File: config.mk
export PLATFORM = sky130hd
export DESIGN_NAME = pipe_hazard_ctrl_flat
export DESIGN_NICKNAME = d
export VERILOG_FILES = /design/src/rtl/pipe_hazard_ctrl_pkg.sv /design/src/rtl/pipe_hazard_ctrl_if.sv /design/src/rtl/pipe_hazard_ctrl_cmp.sv /design/src/rtl/pipe_hazard_ctrl.sv /design/src/flat_wrapper.sv
export SDC_FILE = /design/constraint.sdc
export NUM_CORES = 1
export LEC_CHECK = 0
export CORE_UTILIZATION = 54
export CTS_BUF_LIST = sky130_fd_sc_hd__clkbuf_8
export DETAILED_ROUTE_END_ITERATION = 10
export GPL_TIMING_DRIVEN = 0
export PLACE_DENSITY = 0.93
export RECOVER_POWER = 25
export SYNTH_ARGS = -nofsm -noshare
export SYNTH_HDL_FRONTEND = slang
export SYNTH_HIERARCHICAL = 1
export SYNTH_SLANG_ARGS = --single-unit
File: constraint.sdc
create_clock -name clk -period 2.4 [get_ports clk]
set_clock_uncertainty 0.2 [all_clocks]
set_input_delay 0.48 -clock clk [delete_from_list [all_inputs] [get_ports clk]]
set_output_delay 0.48 -clock clk [all_outputs]
set_load 0.005 [all_outputs]
File: src/rtl/pipe_hazard_ctrl_pkg.sv
// Shared pipeline constants: stage indices, forward-select encoding, opcodes
// and the per-stage hazard bookkeeping record.
package riscv_pipe_pkg;

  localparam logic [31:0] NOP_INSN = 32'h0000_0013;

  localparam int IF_STAGE = 0;
  localparam int ID_STAGE = 1;

  localparam int FWD_NONE = 0;

  localparam logic [6:0] OPC_LOAD   = 7'b000_0011;
  localparam logic [6:0] OPC_OP_IMM = 7'b001_0011;
  localparam logic [6:0] OPC_OP     = 7'b011_0011;
  localparam logic [6:0] OPC_BRANCH = 7'b110_0011;
  localparam logic [6:0] OPC_JAL    = 7'b110_1111;
  localparam logic [6:0] OPC_JALR   = 7'b110_0111;

  typedef struct packed {
    logic       valid;
    logic [4:0] rd;
    logic       wr;
    logic       is_load;
    logic [4:0] rs1;
    logic [4:0] rs2;
    logic       use_rs1;
    logic       use_rs2;
  } stage_t;

endpackage

File: src/rtl/pipe_hazard_ctrl_if.sv
// Datapath <-> hazard controller signal bundle; the datapath is the master,
// the hazard controller is the slave.
interface pipe_hazard_ctrl_if #(
  parameter int NSTAGES = 5,
  parameter int FW      = 2
);
  logic               id_valid;
  logic [4:0]         id_rs1;
  logic [4:0]         id_rs2;
  logic               id_use_rs1;
  logic               id_use_rs2;
  logic [4:0]         id_rd;
  logic               id_wr;
  logic               id_is_load;
  logic               ex_redirect;
  logic               mem_wait;

  logic               stall_if;
  logic               stall_id;
  logic               flush_id;
  logic [NSTAGES-1:0] stage_valid;
  logic [FW-1:0]      ex_fwd_rs1;
  logic [FW-1:0]      ex_fwd_rs2;
  logic               id_byp_rs1;
  logic               id_byp_rs2;
  logic               wb_en;
  logic [4:0]         wb_rd;

  modport master (
    output id_valid, id_rs1, id_rs2, id_use_rs1, id_use_rs2, id_rd, id_wr,
           id_is_load, ex_redirect, mem_wait,
    input  stall_if, stall_id, flush_id, stage_valid, ex_fwd_rs1, ex_fwd_rs2,
           id_byp_rs1, id_byp_rs2, wb_en, wb_rd
  );

  modport slave (
    input  id_valid, id_rs1, id_rs2, id_use_rs1, id_use_rs2, id_rd, id_wr,
           id_is_load, ex_redirect, mem_wait,
    output stall_if, stall_id, flush_id, stage_valid, ex_fwd_rs1, ex_fwd_rs2,
           id_byp_rs1, id_byp_rs2, wb_en, wb_rd
  );
endinterface

File: src/rtl/pipe_hazard_ctrl_cmp.sv
// One register-match comparator: a stage entry that will write a non-zero rd
// equal to a source that is actually read.
module pipe_hazard_cmp (
  input  logic       i_valid,
  input  logic       i_wr,
  input  logic [4:0] i_rd,
  input  logic [4:0] i_src,
  input  logic       i_use,
  output logic       o_match
);
  assign o_match = i_valid & i_wr & (i_rd != 5'd0) & (i_rd == i_src) & i_use;
endmodule

File: src/rtl/pipe_hazard_ctrl.sv
// Parametrised pipeline sequencer and hazard unit: tracks EX..WB bookkeeping,
// drives forwarding/bypass selects, load-use stalls, flushes and freeze.
module pipe_hazard_ctrl
  import riscv_pipe_pkg::*;
#(
  parameter int NSTAGES          = 5,
  parameter int EX_STAGE         = 2,
  parameter int LOAD_READY_STAGE = 4
) (
  input logic               clk,
  input logic               rst_n,
  pipe_hazard_ctrl_if.slave bus
);
  localparam int LAST = NSTAGES - 1;
  localparam int NFWD = LAST - EX_STAGE;
  localparam int NLU  = LOAD_READY_STAGE - 1 - EX_STAGE;
  localparam int FW   = (NFWD + 1 > 2) ? $clog2(NFWD + 1) : 1;

  stage_t r_stage [EX_STAGE:LAST];

  stage_t             w_id_entry;
  logic [NFWD:1]      w_fwd1, w_fwd2;
  logic [FW-1:0]      w_sel1, w_sel2;
  logic               w_load_use;
  logic               w_stall_if, w_stall_id, w_flush_id;
  logic               w_ld_fwd_bad;
  logic [NSTAGES-1:0] w_stage_valid;
  logic               w_byp1, w_byp2;

  always_comb begin
    w_id_entry = '0;
    if (bus.id_valid) begin
      w_id_entry = '{valid: 1'b1, rd: bus.id_rd, wr: bus.id_wr,
                     is_load: bus.id_is_load, rs1: bus.id_rs1, rs2: bus.id_rs2,
                     use_rs1: bus.id_use_rs1, use_rs2: bus.id_use_rs2};
    end
  end

  for (genvar k = 1; k <= NFWD; k++) begin : g_fwd
    pipe_hazard_cmp u_cmp1 (
      .i_valid(r_stage[EX_STAGE+k].valid), .i_wr(r_stage[EX_STAGE+k].wr),
      .i_rd(r_stage[EX_STAGE+k].rd), .i_src(r_stage[EX_STAGE].rs1),
      .i_use(r_stage[EX_STAGE].use_rs1), .o_match(w_fwd1[k])
    );
    pipe_hazard_cmp u_cmp2 (
      .i_valid(r_stage[EX_STAGE+k].valid), .i_wr(r_stage[EX_STAGE+k].wr),
      .i_rd(r_stage[EX_STAGE+k].rd), .i_src(r_stage[EX_STAGE].rs2),
      .i_use(r_stage[EX_STAGE].use_rs2), .o_match(w_fwd2[k])
    );
  end

  // Loads still short of the ready stage cannot forward, so ID must wait.
  if (NLU > 0) begin : g_lu
    logic [NLU-1:0] w_hit1, w_hit2;
    for (genvar p = 0; p < NLU; p++) begin : g_stage
      pipe_hazard_cmp u_lu1 (
        .i_valid(r_stage[EX_STAGE+p].valid),
        .i_wr(r_stage[EX_STAGE+p].wr & r_stage[EX_STAGE+p].is_load),
        .i_rd(r_stage[EX_STAGE+p].rd), .i_src(bus.id_rs1),
        .i_use(bus.id_use_rs1 & bus.id_valid), .o_match(w_hit1[p])
      );
      pipe_hazard_cmp u_lu2 (
        .i_valid(r_stage[EX_STAGE+p].valid),
        .i_wr(r_stage[EX_STAGE+p].wr & r_stage[EX_STAGE+p].is_load),
        .i_rd(r_stage[EX_STAGE+p].rd), .i_src(bus.id_rs2),
        .i_use(bus.id_use_rs2 & bus.id_valid), .o_match(w_hit2[p])
      );
    end
    assign w_load_use = (|w_hit1) | (|w_hit2);
  end else begin : g_no_lu
    assign w_load_use = 1'b0;
  end

  pipe_hazard_cmp u_byp1 (
    .i_valid(r_stage[LAST].valid), .i_wr(r_stage[LAST].wr), .i_rd(r_stage[LAST].rd),
    .i_src(bus.id_rs1), .i_use(bus.id_use_rs1), .o_match(w_byp1)
  );
  pipe_hazard_cmp u_byp2 (
    .i_valid(r_stage[LAST].valid), .i_wr(r_stage[LAST].wr), .i_rd(r_stage[LAST].rd),
    .i_src(bus.id_rs2), .i_use(bus.id_use_rs2), .o_match(w_byp2)
  );

  // Scan oldest to youngest so the youngest matching stage is left in the select.
  always_comb begin
    w_sel1 = FW'(FWD_NONE);
    w_sel2 = FW'(FWD_NONE);
    for (int k = NFWD; k >= 1; k--) begin
      if (w_fwd1[k]) w_sel1 = FW'(k);
      if (w_fwd2[k]) w_sel2 = FW'(k);
    end
  end

  always_comb begin
    w_ld_fwd_bad = 1'b0;
    for (int k = 1; k <= NFWD; k++) begin
      if ((EX_STAGE + k < LOAD_READY_STAGE) && r_stage[EX_STAGE+k].is_load &&
          (w_fwd1[k] || w_fwd2[k]))
        w_ld_fwd_bad = 1'b1;
    end
  end

  // A freeze overrides everything; a redirect discards ID and so beats load-use.
  always_comb begin
    w_stall_if = 1'b0;
    w_stall_id = 1'b0;
    w_flush_id = 1'b0;
    if (bus.mem_wait) begin
      w_stall_if = 1'b1;
    end else if (bus.ex_redirect) begin
      w_flush_id = 1'b1;
    end else if (w_load_use) begin
      w_stall_if = 1'b1;
      w_stall_id = 1'b1;
    end
  end

  always_comb begin
    w_stage_valid           = '0;
    w_stage_valid[IF_STAGE] = 1'b1;
    w_stage_valid[ID_STAGE] = bus.id_valid;
    for (int s = EX_STAGE; s <= LAST; s++) w_stage_valid[s] = r_stage[s].valid;
  end

  always_ff @(posedge clk) begin
    if (!rst_n) begin
      for (int s = EX_STAGE; s <= LAST; s++) r_stage[s] <= '0;
    end else if (!bus.mem_wait) begin
      for (int s = LAST; s > EX_STAGE; s--) r_stage[s] <= r_stage[s-1];
      r_stage[EX_STAGE] <= (w_stall_id || bus.ex_redirect) ? '0 : w_id_entry;
    end
  end

  always_ff @(posedge clk) begin
    if (rst_n) assert (!w_ld_fwd_bad);
  end

  assign bus.stall_if    = w_stall_if;
  assign bus.stall_id    = w_stall_id;
  assign bus.flush_id    = w_flush_id;
  assign bus.stage_valid = w_stage_valid;
  assign bus.ex_fwd_rs1  = w_sel1;
  assign bus.ex_fwd_rs2  = w_sel2;
  assign bus.id_byp_rs1  = w_byp1;
  assign bus.id_byp_rs2  = w_byp2;
  assign bus.wb_en       = r_stage[LAST].valid & r_stage[LAST].wr & (r_stage[LAST].rd != 5'd0);
  assign bus.wb_rd       = r_stage[LAST].rd;

endmodule

File: src/flat_wrapper.sv
// flat-port wrapper written by rule: the top's interface ports become plain ports
module pipe_hazard_ctrl_flat import riscv_pipe_pkg::*;
#(
  parameter int NSTAGES          = 5,
  parameter int EX_STAGE         = 2,
  parameter int LOAD_READY_STAGE = 4
)
  (clk, rst_n, bus_id_valid, bus_id_rs1, bus_id_rs2, bus_id_use_rs1, bus_id_use_rs2, bus_id_rd, bus_id_wr, bus_id_is_load, bus_ex_redirect, bus_mem_wait, bus_stall_if, bus_stall_id, bus_flush_id, bus_stage_valid, bus_ex_fwd_rs1, bus_ex_fwd_rs2, bus_id_byp_rs1, bus_id_byp_rs2, bus_wb_en, bus_wb_rd);
  pipe_hazard_ctrl_if #(.NSTAGES(NSTAGES), .FW(2)) bus_i ();
  input logic clk;
  input logic rst_n;
  input wire logic [$bits(bus_i.id_valid)-1:0] bus_id_valid;
  input wire logic [$bits(bus_i.id_rs1)-1:0] bus_id_rs1;
  input wire logic [$bits(bus_i.id_rs2)-1:0] bus_id_rs2;
  input wire logic [$bits(bus_i.id_use_rs1)-1:0] bus_id_use_rs1;
  input wire logic [$bits(bus_i.id_use_rs2)-1:0] bus_id_use_rs2;
  input wire logic [$bits(bus_i.id_rd)-1:0] bus_id_rd;
  input wire logic [$bits(bus_i.id_wr)-1:0] bus_id_wr;
  input wire logic [$bits(bus_i.id_is_load)-1:0] bus_id_is_load;
  input wire logic [$bits(bus_i.ex_redirect)-1:0] bus_ex_redirect;
  input wire logic [$bits(bus_i.mem_wait)-1:0] bus_mem_wait;
  output wire logic [$bits(bus_i.stall_if)-1:0] bus_stall_if;
  output wire logic [$bits(bus_i.stall_id)-1:0] bus_stall_id;
  output wire logic [$bits(bus_i.flush_id)-1:0] bus_flush_id;
  output wire logic [$bits(bus_i.stage_valid)-1:0] bus_stage_valid;
  output wire logic [$bits(bus_i.ex_fwd_rs1)-1:0] bus_ex_fwd_rs1;
  output wire logic [$bits(bus_i.ex_fwd_rs2)-1:0] bus_ex_fwd_rs2;
  output wire logic [$bits(bus_i.id_byp_rs1)-1:0] bus_id_byp_rs1;
  output wire logic [$bits(bus_i.id_byp_rs2)-1:0] bus_id_byp_rs2;
  output wire logic [$bits(bus_i.wb_en)-1:0] bus_wb_en;
  output wire logic [$bits(bus_i.wb_rd)-1:0] bus_wb_rd;
  assign bus_i.id_valid = bus_id_valid;
  assign bus_i.id_rs1 = bus_id_rs1;
  assign bus_i.id_rs2 = bus_id_rs2;
  assign bus_i.id_use_rs1 = bus_id_use_rs1;
  assign bus_i.id_use_rs2 = bus_id_use_rs2;
  assign bus_i.id_rd = bus_id_rd;
  assign bus_i.id_wr = bus_id_wr;
  assign bus_i.id_is_load = bus_id_is_load;
  assign bus_i.ex_redirect = bus_ex_redirect;
  assign bus_i.mem_wait = bus_mem_wait;
  assign bus_stall_if = bus_i.stall_if;
  assign bus_stall_id = bus_i.stall_id;
  assign bus_flush_id = bus_i.flush_id;
  assign bus_stage_valid = bus_i.stage_valid;
  assign bus_ex_fwd_rs1 = bus_i.ex_fwd_rs1;
  assign bus_ex_fwd_rs2 = bus_i.ex_fwd_rs2;
  assign bus_id_byp_rs1 = bus_i.id_byp_rs1;
  assign bus_id_byp_rs2 = bus_i.id_byp_rs2;
  assign bus_wb_en = bus_i.wb_en;
  assign bus_wb_rd = bus_i.wb_rd;
  pipe_hazard_ctrl #(.NSTAGES(NSTAGES), .EX_STAGE(EX_STAGE), .LOAD_READY_STAGE(LOAD_READY_STAGE)) u_core (.clk(clk), .rst_n(rst_n), .bus(bus_i));
endmodule
==> impl_metrics.env <==
export IMPL_vias=2013
export IMPL_fin_util_pct=84.5
export IMPL_ant_nets=0
export IMPL_synthTopCellsByCount="edfxtp_1, xnor2_1, and2_1"
export IMPL_hold_violations=0
export IMPL_met3_length_um=657
export IMPL_area_growth_pct=50.5
export IMPL_power_total_mw=1.57
export IMPL_routed_via_density=6.16
export IMPL_finalCritPeriodShare_pct=116
export IMPL_grt_pass1_vias=1990
export IMPL_synthArstFlopShare_pct=0
export IMPL_placedCellCount=282
export IMPL_cts_buffers=5
export IMPL_period_needed_ns=2.79
export IMPL_die_w_um=66.5
export IMPL_max_cap_violations=0
export IMPL_status="finished, violations left"
export IMPL_critPathCaptureType="primary output"
export IMPL_tightest_slew_ns=0.774
export IMPL_drt_wl_total_um=7570
export IMPL_post_synth_top_count_cell="edfxtp_1"
export IMPL_tns_ns=-6.35
export IMPL_crit_chain="clkdlybuf4s50_1 > xnor2_1 > nand3_1 > nor3_2 > nor2_2 > nor3_1 > buf_2"
export IMPL_whs_endpoint="u_core/r_stage[4][13]"
export IMPL_netlist_instances=191
export IMPL_root_buffer="clkbuf_8"
export IMPL_gp_congestion=0.869
export IMPL_dp_slack_ns=-0.764
export IMPL_ios=44
export IMPL_violations="setup timing"
export IMPL_drv_slew=0
export IMPL_cp_depth=7
export IMPL_synth_top_area_share_pct=45.5
export IMPL_dpl_cell_area_sq_mm=0.00272
export IMPL_htree_levels=2
export IMPL_cpLargestDelayFamily="buffers and inverters"
export IMPL_grt_max_degree=35
export IMPL_reg2reg_from="u_core/r_stage[2][16]"
export IMPL_r2r_slack_ns=-0.33
export IMPL_r2r_cells=9
export IMPL_yosys_area_top_type="edfxtp_1"
export IMPL_leakage_nw=1.28
export IMPL_hpwl_um=3500
export IMPL_grt_util_all_layers_pct=33.3
export IMPL_antenna_found_initial=0
export IMPL_grt_pass1_wl_um=10200
export IMPL_r2r_end="u_core/r_stage[2][4]"
export IMPL_ys_warn_count=6
export IMPL_wire_per_inst_um=23.2
export IMPL_synthFlopType="edfxtp_1"
export IMPL_max_freq_mhz=359
export IMPL_cp_arrival_ns=2.11
export IMPL_critical_path_buf_inv_count=2
export IMPL_worstPathMaxFanout=3
export IMPL_clk_pin_slew_ns=0.07
export IMPL_clock_latency_ns=0.29
export IMPL_timing_hold_ws_ns=0.427
export IMPL_wl_met1_um=2710
export IMPL_core_sq_mm=0.00400
export IMPL_synth_edf_count=34
export IMPL_critPathMaxStageDelay_ns=0.52
export IMPL_finalNetCount=300
export IMPL_critPathLaunchType="input pin"
export IMPL_drtIter0Drc=216
export IMPL_start_util_pct=56.1
export IMPL_grt_ovfl_total=0
export IMPL_ir_drop_mv=0.370
export IMPL_io_buffers=41
export IMPL_reg_top3="u_core/r_stage: 34 flops"
export IMPL_die_h_um=66.5
export IMPL_hp_class="reg2reg"
export IMPL_first_pass_iters=5
export IMPL_avgSynthCellArea_sq_um=11.8
export IMPL_cts_sinks=34
export IMPL_holdPathStages=1
export IMPL_wl_met2_um=3790
export IMPL_crit_slowest_cell="clkdlybuf4s50_1"
export IMPL_num_rows=23
export IMPL_setup_violations=29
export IMPL_ys_seq_area_share_pct=45.5
export IMPL_top_register="u_core/r_stage"
export IMPL_ys_top_cells_by_area="edfxtp_1, nor4b_2, xnor2_1, and2_1, buf_4"
export IMPL_dieArea_sq_mm=0.00442
export IMPL_largest_reg_flops=34
export IMPL_powerDensity_mw_per_mm2=465
export IMPL_diodes=0
export IMPL_remaining_drc_errors=0
export IMPL_cp_required_ns=1.72
export IMPL_yosys_cell_types_count=21
export IMPL_drive_gt1_share_pct=43.3
export IMPL_relSlewSlack_pct=48.2
export IMPL_critPathKind="in2out"
export IMPL_synth_nets=215
export IMPL_clockBufferDepth=2
export IMPL_ys_ff_latch=34
export IMPL_synth_area_sq_mm=0.00225
export IMPL_cts_tree="built"
export IMPL_hp_start="u_core/r_stage[3][13]"
export IMPL_rsz0062_at_grt="true"
export IMPL_finalNonFillerCells=327
export IMPL_setup_slack_ns=-0.388
export IMPL_top_layer="met4"
export IMPL_design_area_sq_mm=0.00338
export IMPL_hold_buffers=0
## layout make-up
cell class,count,area (sq um)
multi-input cells,137,1340
flip-flops and latches,34,1020
repair buffers,78,727
fillers,192,621
plain buffers,20,151
clock buffers,5,68.8
well taps,50,62.6
clock inverters,3,12.5
## layout by cell type (no fill, tap or decap), drive strengths merged, types with 7 or more instances in the layout
| cell | Yosys | final |
|---|---|---|
| buf | 20 | 64 |
| edfxtp | 34 | 34 |
| xnor2 | 32 | 32 |
| and2 | 25 | 25 |
| clkdlybuf4s50 | 0 | 20 |
| nor4b | 19 | 19 |
| nor3 | 10 | 10 |
| nor2 | 9 | 9 |
| dlygate4sd2 | 0 | 8 |
| nand3 | 8 | 8 |
| nand4 | 8 | 8 |
| or4 | 8 | 8 |
| a21oi | 8 | 8 |
| clkbuf | 0 | 7 |
## power breakdown
part	internal (mW)	switching, mW
sequential	0.695	0.0520
combinational	0.226	0.188
clock	0.195	0.216
total	1.12	0.456
## timing repair
| action | CTS | global route |
|---|---|---|
| cloned | 2 | 0 |
| pin swaps | 37 | 12 |
| gates resized for setup | 83 | 25 |
| endpoints found under the setup margin | 29 | 30 |
| setup buffers | 28 | 7 |
## worst max path at each step
stage / startpoint / endpoint / slack, ns
4_1_cts: u_core/r_stage[2][16] / bus_stall_id / -0.19
2_1_floorplan: bus_mem_wait / u_core/r_stage[2][0] / 0.21
6_report: bus_id_rs1[3] / bus_stall_id / -0.39
3_5_place_dp: bus_id_rs1[0] / bus_stall_id / -0.76
3_3_place_gp: bus_id_valid / bus_stall_id / -0.64
5_1_grt: bus_id_rs1[3] / bus_stall_id / -0.42
## logic make-up (layout without fill, tap and decap cells)
| logic type | count (synthesis) | after routing | synth area share (%) |
|---|---|---|---|
| XOR/XNOR | 32 | 32 | 12.5 |
| flip-flops | 34 | 34 | 45.5 |
| AO/OA/AOI/OAI | 10 | 10 | 2.56 |
| other | 1 | 1 | 0.167 |
| AND/OR/NAND/NOR | 94 | 94 | 33.0 |
| buffers and inverters | 20 | 106 | 6.35 |
## per-layer routing
metal | track usage (%) | vias up
met2 | 56.9 | 153
met5 | 0 | -
met4 | 21.0 | 0
li1 | - | 866
met1 | 36.7 | 946
met3 | 8.22 | 48
No activity file was read; power rests on OpenSTA's default activity.
